==> config.mk <==
export PLATFORM = sky130hd
export DESIGN_NAME = trap_sprite_mover_flat
export DESIGN_NICKNAME = d
export VERILOG_FILES = /design/src/rtl/trap_sprite_mover_if.sv /design/src/rtl/trap_sprite_mover.sv /design/src/flat_wrapper.sv
export SDC_FILE = /design/constraint.sdc
export NUM_CORES = 1
export LEC_CHECK = 0
export ABC_AREA = 1
export BUFFER_PORTS_ARGS = -buffer_cell sky130_fd_sc_hd__buf_2
export CORE_ASPECT_RATIO = 1.1
export CORE_MARGIN = 2
export CORE_UTILIZATION = 45
export CTS_CLUSTER_SIZE = 40
export DETAILED_ROUTE_END_ITERATION = 6
export PLACE_DENSITY = 0.73
export SLEW_MARGIN = 30
export SYNTH_ARGS = -nofsm -noshare
export SYNTH_HDL_FRONTEND = slang
export SYNTH_SLANG_ARGS = --single-unit
==> constraint.sdc <==
create_clock -name clk -period 7.9 [get_ports clk]
set_input_delay 0.79 -clock clk [delete_from_list [all_inputs] [get_ports clk]]
set_output_delay 0.79 -clock clk [all_outputs]
set_load 0.03 [all_outputs]
==> src/rtl/trap_sprite_mover_if.sv <==
// Pixel-side bus between the playfield renderer and a trap sprite:
// scan position in, sprite ROM address/data, per-pixel hit and colour out.
interface trap_sprite_mover_if #(
  parameter int ROM_AW = 11
);
  logic [9:0]        col;
  logic [9:0]        row;
  logic [ROM_AW-1:0] rom_addr;
  logic [11:0]       rom_data;
  logic              is_obj;
  logic [11:0]       obj_rgb;

  modport master (output col, row, rom_data, input rom_addr, is_obj, obj_rgb);
  modport slave  (input col, row, rom_data, output rom_addr, is_obj, obj_rgb);
endinterface

==> src/rtl/trap_sprite_mover.sv <==
// Triggered moving trap sprite: waits for the player to enter a trigger box,
// optionally delays, then slides in one direction until a travel limit or off screen.
//
// state   | meaning
// S_IDLE  | parked at initial position, watching the trigger box
// S_DELAY | triggered, counting update_en ticks before the first move
// S_MOVE  | stepping SPEED px per update_en tick
// S_DONE  | travel finished, frozen until restart
module trap_sprite_mover #(
  parameter int          INIT_X      = 0,
  parameter int          INIT_Y      = 0,
  parameter int          OBJ_W       = 22,
  parameter int          OBJ_H       = 24,
  parameter int          NUM_FRAMES  = 2,
  parameter int          ROM_AW      = 11,
  parameter int          TRIG_X0     = 0,
  parameter int          TRIG_X1     = 799,
  parameter int          TRIG_Y0     = 0,
  parameter int          TRIG_Y1     = 599,
  parameter int          DIR         = 1,
  parameter int          SPEED       = 1,
  parameter int          DELAY_TICKS = 0,
  parameter int          MAX_DIST    = 0,
  parameter logic [11:0] TRANSPARENT = 12'hFFF
) (
  input  logic                clk,
  input  logic                rst_n,
  input  logic                restart,
  input  logic                update_en,
  input  logic                toggle_en,
  input  logic [9:0]          kid_x,
  input  logic [9:0]          kid_y,
  output logic                triggered,
  trap_sprite_mover_if.slave  pix
);

  typedef enum logic [1:0] {S_IDLE, S_DELAY, S_MOVE, S_DONE} state_t;

  localparam logic signed [11:0] X0    = 12'(INIT_X);
  localparam logic signed [11:0] Y0    = 12'(INIT_Y);
  localparam logic signed [11:0] W_S   = 12'(OBJ_W);
  localparam logic signed [11:0] H_S   = 12'(OBJ_H);
  localparam logic signed [11:0] SCR_W = 12'sd800;
  localparam logic signed [11:0] SCR_H = 12'sd600;
  localparam logic signed [12:0] W13   = 13'(OBJ_W);
  localparam logic signed [12:0] H13   = 13'(OBJ_H);
  localparam logic [10:0]        MAXD  = 11'(MAX_DIST);
  localparam logic [3:0]         SPD   = 4'(SPEED);
  localparam logic [7:0]         DLY   = 8'(DELAY_TICKS);
  localparam logic [2:0]         LAST_FRAME = 3'(NUM_FRAMES - 1);
  localparam logic [9:0]         TX0 = 10'(TRIG_X0);
  localparam logic [9:0]         TX1 = 10'(TRIG_X1);
  localparam logic [9:0]         TY0 = 10'(TRIG_Y0);
  localparam logic [9:0]         TY1 = 10'(TRIG_Y1);
  localparam logic [ROM_AW-1:0]  W_A  = ROM_AW'(OBJ_W);
  localparam logic [ROM_AW-1:0]  FS_A = ROM_AW'(OBJ_W * OBJ_H);

  state_t             state_q, state_nx;
  logic signed [11:0] pos_x_q, pos_x_nx, pos_y_q, pos_y_nx;
  logic signed [11:0] mv_x, mv_y, step_s;
  logic [10:0]        dist_q, dist_nx, remain, step;
  logic [7:0]         cnt_q, cnt_nx;
  logic [2:0]         frame_q, frame_nx;
  logic               kid_in, off_screen, hit_max, in_box, in_box_d;
  logic signed [12:0] dx, dy;

  assign kid_in = (kid_x >= TX0) && (kid_x <= TX1) && (kid_y >= TY0) && (kid_y <= TY1);

  // Last step is clipped so the trap lands exactly on the travel limit.
  always_comb begin
    remain = MAXD - dist_q;
    step   = {7'd0, SPD};
    if ((MAXD != 11'd0) && (remain < step)) step = remain;
    step_s = $signed({1'b0, step});
    mv_x = pos_x_q;
    mv_y = pos_y_q;
    case (DIR)
      0:       mv_y = pos_y_q - step_s;
      1:       mv_y = pos_y_q + step_s;
      2:       mv_x = pos_x_q - step_s;
      default: mv_x = pos_x_q + step_s;
    endcase
    off_screen = (mv_x >= SCR_W) || (mv_x + W_S <= 12'sd0) ||
                 (mv_y >= SCR_H) || (mv_y + H_S <= 12'sd0);
    hit_max    = (MAXD != 11'd0) && (dist_q + step == MAXD);
  end

  always_comb begin
    state_nx = state_q;
    pos_x_nx = pos_x_q;
    pos_y_nx = pos_y_q;
    dist_nx  = dist_q;
    cnt_nx   = cnt_q;
    frame_nx = frame_q;
    if (toggle_en) frame_nx = (frame_q == LAST_FRAME) ? 3'd0 : frame_q + 3'd1;
    case (state_q)
      S_IDLE: if (kid_in) begin
        state_nx = S_DELAY;
        cnt_nx   = 8'd0;
      end
      S_DELAY: begin
        if (cnt_q == DLY) state_nx = S_MOVE;
        else if (update_en) cnt_nx = cnt_q + 8'd1;
      end
      S_MOVE: if (update_en) begin
        pos_x_nx = mv_x;
        pos_y_nx = mv_y;
        dist_nx  = dist_q + step;
        if (hit_max || off_screen) state_nx = S_DONE;
      end
      S_DONE:  state_nx = S_DONE;
      default: state_nx = S_IDLE;
    endcase
    if (restart) begin
      state_nx = S_IDLE;
      pos_x_nx = X0;
      pos_y_nx = Y0;
      dist_nx  = 11'd0;
      cnt_nx   = 8'd0;
      frame_nx = 3'd0;
    end
  end

  always_ff @(posedge clk or negedge rst_n) begin
    if (!rst_n) begin
      state_q <= S_IDLE;
      pos_x_q <= X0;
      pos_y_q <= Y0;
      dist_q  <= 11'd0;
      cnt_q   <= 8'd0;
      frame_q <= 3'd0;
    end else begin
      state_q <= state_nx;
      pos_x_q <= pos_x_nx;
      pos_y_q <= pos_y_nx;
      dist_q  <= dist_nx;
      cnt_q   <= cnt_nx;
      frame_q <= frame_nx;
    end
  end

  assign triggered = (state_q != S_IDLE);

  // Offsets are signed so a sprite hanging off the top/left edge still draws its visible part.
  assign dx = $signed({3'b000, pix.col}) - $signed({pos_x_q[11], pos_x_q});
  assign dy = $signed({3'b000, pix.row}) - $signed({pos_y_q[11], pos_y_q});
  assign in_box = (dx >= 13'sd0) && (dx < W13) && (dy >= 13'sd0) && (dy < H13);

  assign pix.rom_addr = in_box ? (ROM_AW'(unsigned'(dx)) + ROM_AW'(unsigned'(dy)) * W_A +
                                  ROM_AW'(frame_q) * FS_A) : '0;

  always_ff @(posedge clk or negedge rst_n) begin
    if (!rst_n)       in_box_d <= 1'b0;
    else if (restart) in_box_d <= 1'b0;
    else              in_box_d <= in_box;
  end

  assign pix.is_obj  = in_box_d && (pix.rom_data != TRANSPARENT);
  assign pix.obj_rgb = pix.is_obj ? pix.rom_data : 12'h000;

endmodule

==> src/flat_wrapper.sv <==
// flat-port wrapper written by rule: the top's interface ports become plain ports
module trap_sprite_mover_flat 
#(
  parameter int          INIT_X      = 0,
  parameter int          INIT_Y      = 0,
  parameter int          OBJ_W       = 22,
  parameter int          OBJ_H       = 24,
  parameter int          NUM_FRAMES  = 2,
  parameter int          ROM_AW      = 11,
  parameter int          TRIG_X0     = 0,
  parameter int          TRIG_X1     = 799,
  parameter int          TRIG_Y0     = 0,
  parameter int          TRIG_Y1     = 599,
  parameter int          DIR         = 1,
  parameter int          SPEED       = 1,
  parameter int          DELAY_TICKS = 0,
  parameter int          MAX_DIST    = 0,
  parameter logic [11:0] TRANSPARENT = 12'hFFF
)
  (clk, rst_n, restart, update_en, toggle_en, kid_x, kid_y, triggered, pix_col, pix_row, pix_rom_data, pix_rom_addr, pix_is_obj, pix_obj_rgb);
  trap_sprite_mover_if #(.ROM_AW(ROM_AW)) pix_i ();
  input  logic clk;
  input  logic rst_n;
  input  logic restart;
  input  logic update_en;
  input  logic toggle_en;
  input  logic [9:0] kid_x;
  input  logic [9:0] kid_y;
  output logic triggered;
  input wire logic [$bits(pix_i.col)-1:0] pix_col;
  input wire logic [$bits(pix_i.row)-1:0] pix_row;
  input wire logic [$bits(pix_i.rom_data)-1:0] pix_rom_data;
  output wire logic [$bits(pix_i.rom_addr)-1:0] pix_rom_addr;
  output wire logic [$bits(pix_i.is_obj)-1:0] pix_is_obj;
  output wire logic [$bits(pix_i.obj_rgb)-1:0] pix_obj_rgb;
  assign pix_i.col = pix_col;
  assign pix_i.row = pix_row;
  assign pix_i.rom_data = pix_rom_data;
  assign pix_rom_addr = pix_i.rom_addr;
  assign pix_is_obj = pix_i.is_obj;
  assign pix_obj_rgb = pix_i.obj_rgb;
  trap_sprite_mover #(.INIT_X(INIT_X), .INIT_Y(INIT_Y), .OBJ_W(OBJ_W), .OBJ_H(OBJ_H), .NUM_FRAMES(NUM_FRAMES), .ROM_AW(ROM_AW), .TRIG_X0(TRIG_X0), .TRIG_X1(TRIG_X1), .TRIG_Y0(TRIG_Y0), .TRIG_Y1(TRIG_Y1), .DIR(DIR), .SPEED(SPEED), .DELAY_TICKS(DELAY_TICKS), .MAX_DIST(MAX_DIST), .TRANSPARENT(TRANSPARENT)) u_core (.clk(clk), .rst_n(rst_n), .restart(restart), .update_en(update_en), .toggle_en(toggle_en), .kid_x(kid_x), .kid_y(kid_y), .triggered(triggered), .pix(pix_i));
endmodule
==> impl_metrics.toml <==
[run_status]
status = "finished clean"

[power]
ir_drop_mv = 0.191
p_leak_nw = 2.33
power.density_mw_per_mm2 = 290

[sta]
maxSlewHeadroom_pct = 60.4
max_slew.worst_pin.slew_ns = 0.594
setup_viol = 0
slew_viol_final = 0
rsz0062_at_grt = "no"
skew_ns = 0.00449
hold_viol = 0
tns_ns = 0
fin_crit_sh_pct = 82.2
fmax_ghz = 0.154
finalCriticalPeriod_ns = 6.50

[grt]
grt_use_total_pct = 18.6
gr-total-overflow = 0
grt_pass1_wl_mm = 13.5
grt_max_degree = 27
antenna_found_initial = 0
first_global_vias = 3382

[cts]
postCtsHoldBufs = 0
cts_tree = "built"
root_buffer = "clkbuf_8"
post_cts_buffers = 0
clock_latency_ns = 0.27
clkSinkCount = 26
h-tree-depth = 1
cts_resized = 0
cts.clk_slew.worst_paths_ns = 0.09
cts_buffers = 3
clockBufferDepth = 2

[worst_setup_path]
cp_slowest_cell = "fa_1"
crit_type = "in2out"
cpPeakStageDelay_ns = 0.49
worstPathArrival_ns = 5.71
cp_max_fo = 5
cp-start-kind = "primary input"
crit_start = "pix_row[0]"
required_ns = 7.11
r2r-start = "u_core.pos_y_q[0]"
path_common_cell = "inv_1"
end_kind = "primary output"
crit_buf_inv = 9
crit_family = "adder cells"

[yosys]
ys_top_cells_by_count = "inv_1 (113), nand2_1 (93), ha_1 (43)"
yosysTopAreaCellShare_pct = 18.3
synth-seq-cells = 26
synthArstFlopShare_pct = 100
syn_nets = 630
synth_ff_type = "dfrtp_1"
yosysMostFrequentCell = "inv_1"
synth-edff-count = 0
yosys.cell_types.count = 40
yosysTopAreaCell = "dfrtp_1"
synth-seq-area-share_pct = 18.3
yosys_warnings = 0
postSynthCellCount = 518
netlist_area_mm2 = 0.00356
ys_top_cells_by_area = "dfrtp_1 (18%), ha_1 (15%), inv_1 (12%)"
synth.avg_cell_area_um2 = 6.87

[route]
wl_mm = 7.72
dr.pass1.iters = 4
vias = 3457
ant_nets = 0
wl_per_cell_um = 11.1
drtIter0Drc = 87
drc = 0
via_per_inst = 4.95

[flow_run]
maxCapViolCount = 0

[worst_hold_path]
hold_path_class = "in2async"

[floorplanning]
initial_core_util_pct = 45.7
die_h_um = 97.3
rows = 34
die_area_mm2 = 0.00864
core_mm2 = 0.00778
die_w_um = 88.8
io_pins = 82

[finish]
final_cell_area_mm2 = 0.00409
multiInputGateArea_mm2 = 0.00244
regArea_um2 = 651
finalNetCount = 703
fillers = 784
drive_above_1_share_pct = 20.0
diodes = 0
area_growth_pct = 14.8

[place]
place_area_mm2 = 0.00403
gp_congestion = 0.833
io_buffers = 73
hpwl_mm = 6.62
[layout by cell type, fill, tap and decap left out, types with 8 or more instances in the layout]
cell type and count:
fa_1 12, a21oi_1 25, dfrtp_1 26, inv_1 113, xor2_1 16, nor2_2 11, nor2_1 38, nor3_1 8
nand2_1 93, buf_2 73, o21ai_0 22, ha_1 43, nand2_2 12, o22ai_1 11, nand4_1 12, nand3_1 29
[power by group]
group	switching, mW	leakage (nW)	total [mW]	internal (mW)
clock network	0.0426	0.0288	0.0872	0.0446
registers	0.00855	0.359	0.151	0.142
logic	0.565	1.94	0.949	0.385
[cells by family after synthesis]
family,Yosys count,share of synthesized area [%]
AO/OA/AOI/OAI,68,10.7
buffers and inverters,122,13.1
AND/OR/NAND/NOR,225,30.7
adder cells (fa/ha/maj),55,21.9
XOR/XNOR,22,5.41
flip-flops,26,18.3
[metrics by stage]
| step | power [mW] | utilization [%] | instances | setup slack [ns] | hold WS (ns) |
|---|---|---|---|---|---|
| final | 1.19 | 52.5 | 698 | 1.40 | 0.510 |
| after global routing | 1.35 | 52.5 | 698 | 0.997 | 0.550 |
| after CTS | 1.20 | 52.5 | 698 | 1.35 | 0.538 |
| after detailed placement | 1.11 | 51.8 | 694 | 1.35 | 0.526 |
| after global placement | 1.09 | 51.8 | 694 | 1.43 | 0.509 |
| after floorplan | 0.940 | - | 518 | 1.72 | 0.484 |
[routing by layer]
metal	up-vias	track usage (%)	wire, um
met5	-	0	0
met4	0	3.38	63
met3	6	1.61	220
met2	58	35.8	4030
met1	1595	21.8	3400
li1	1798	-	-
[area by class of cell]
| class | count | area share, % |
|---|---|---|
| Tap cell | 108 | 3.31 |
| Inverter | 117 | 10.7 |
| Multi-Input combinational cell | 370 | 59.7 |
| Clock buffer | 4 | 1.35 |
| Timing Repair Buffer | 73 | 8.94 |
| Sequential cell | 26 | 15.9 |
[worst register-to-register path, cell delays in order, from the launching register on]
cell     delay (ns)
dfrtp_1        0.42
ha_1           0.16
inv_1          0.07
fa_1           0.41
nand2_2        0.11
nand2_4        0.07
nand2_2        0.07
xnor2_1        0.14
nand2_1        0.13
nand2_2        0.07
nor2_2         0.11
nand3_2        0.08
nor2_2         0.12
nand4_2        0.39
nor2_2         0.21
[path summary, 6_finish.rpt]
| kind | endpoint | slack [ns] | cells after the start |
|---|---|---|---|
| worst max-delay path | pix_rom_addr[10] | 1.40 | 33 |
| worst min-delay path | u_core.pos_y_q[10] | 0.51 | 1 |
| worst max register to register | u_core.in_box_d | 5.27 | 14 |
| worst min register to register | u_core.pos_y_q[0] | 0.54 | 1 |
| max in group asynchronous | u_core.frame_q[0] | 7.00 | 1 |
| min in group clk | u_core.pos_y_q[0] | 0.54 | 1 |
[state kept, by name (all words and copies together) (netlist names)]
signal and cells:
u_core.in_box_d 1, u_core.state_q 2, u_core.cnt_q 8, u_core.frame_q 3, u_core.pos_y_q 12
(Power assumes the default switching activity.)
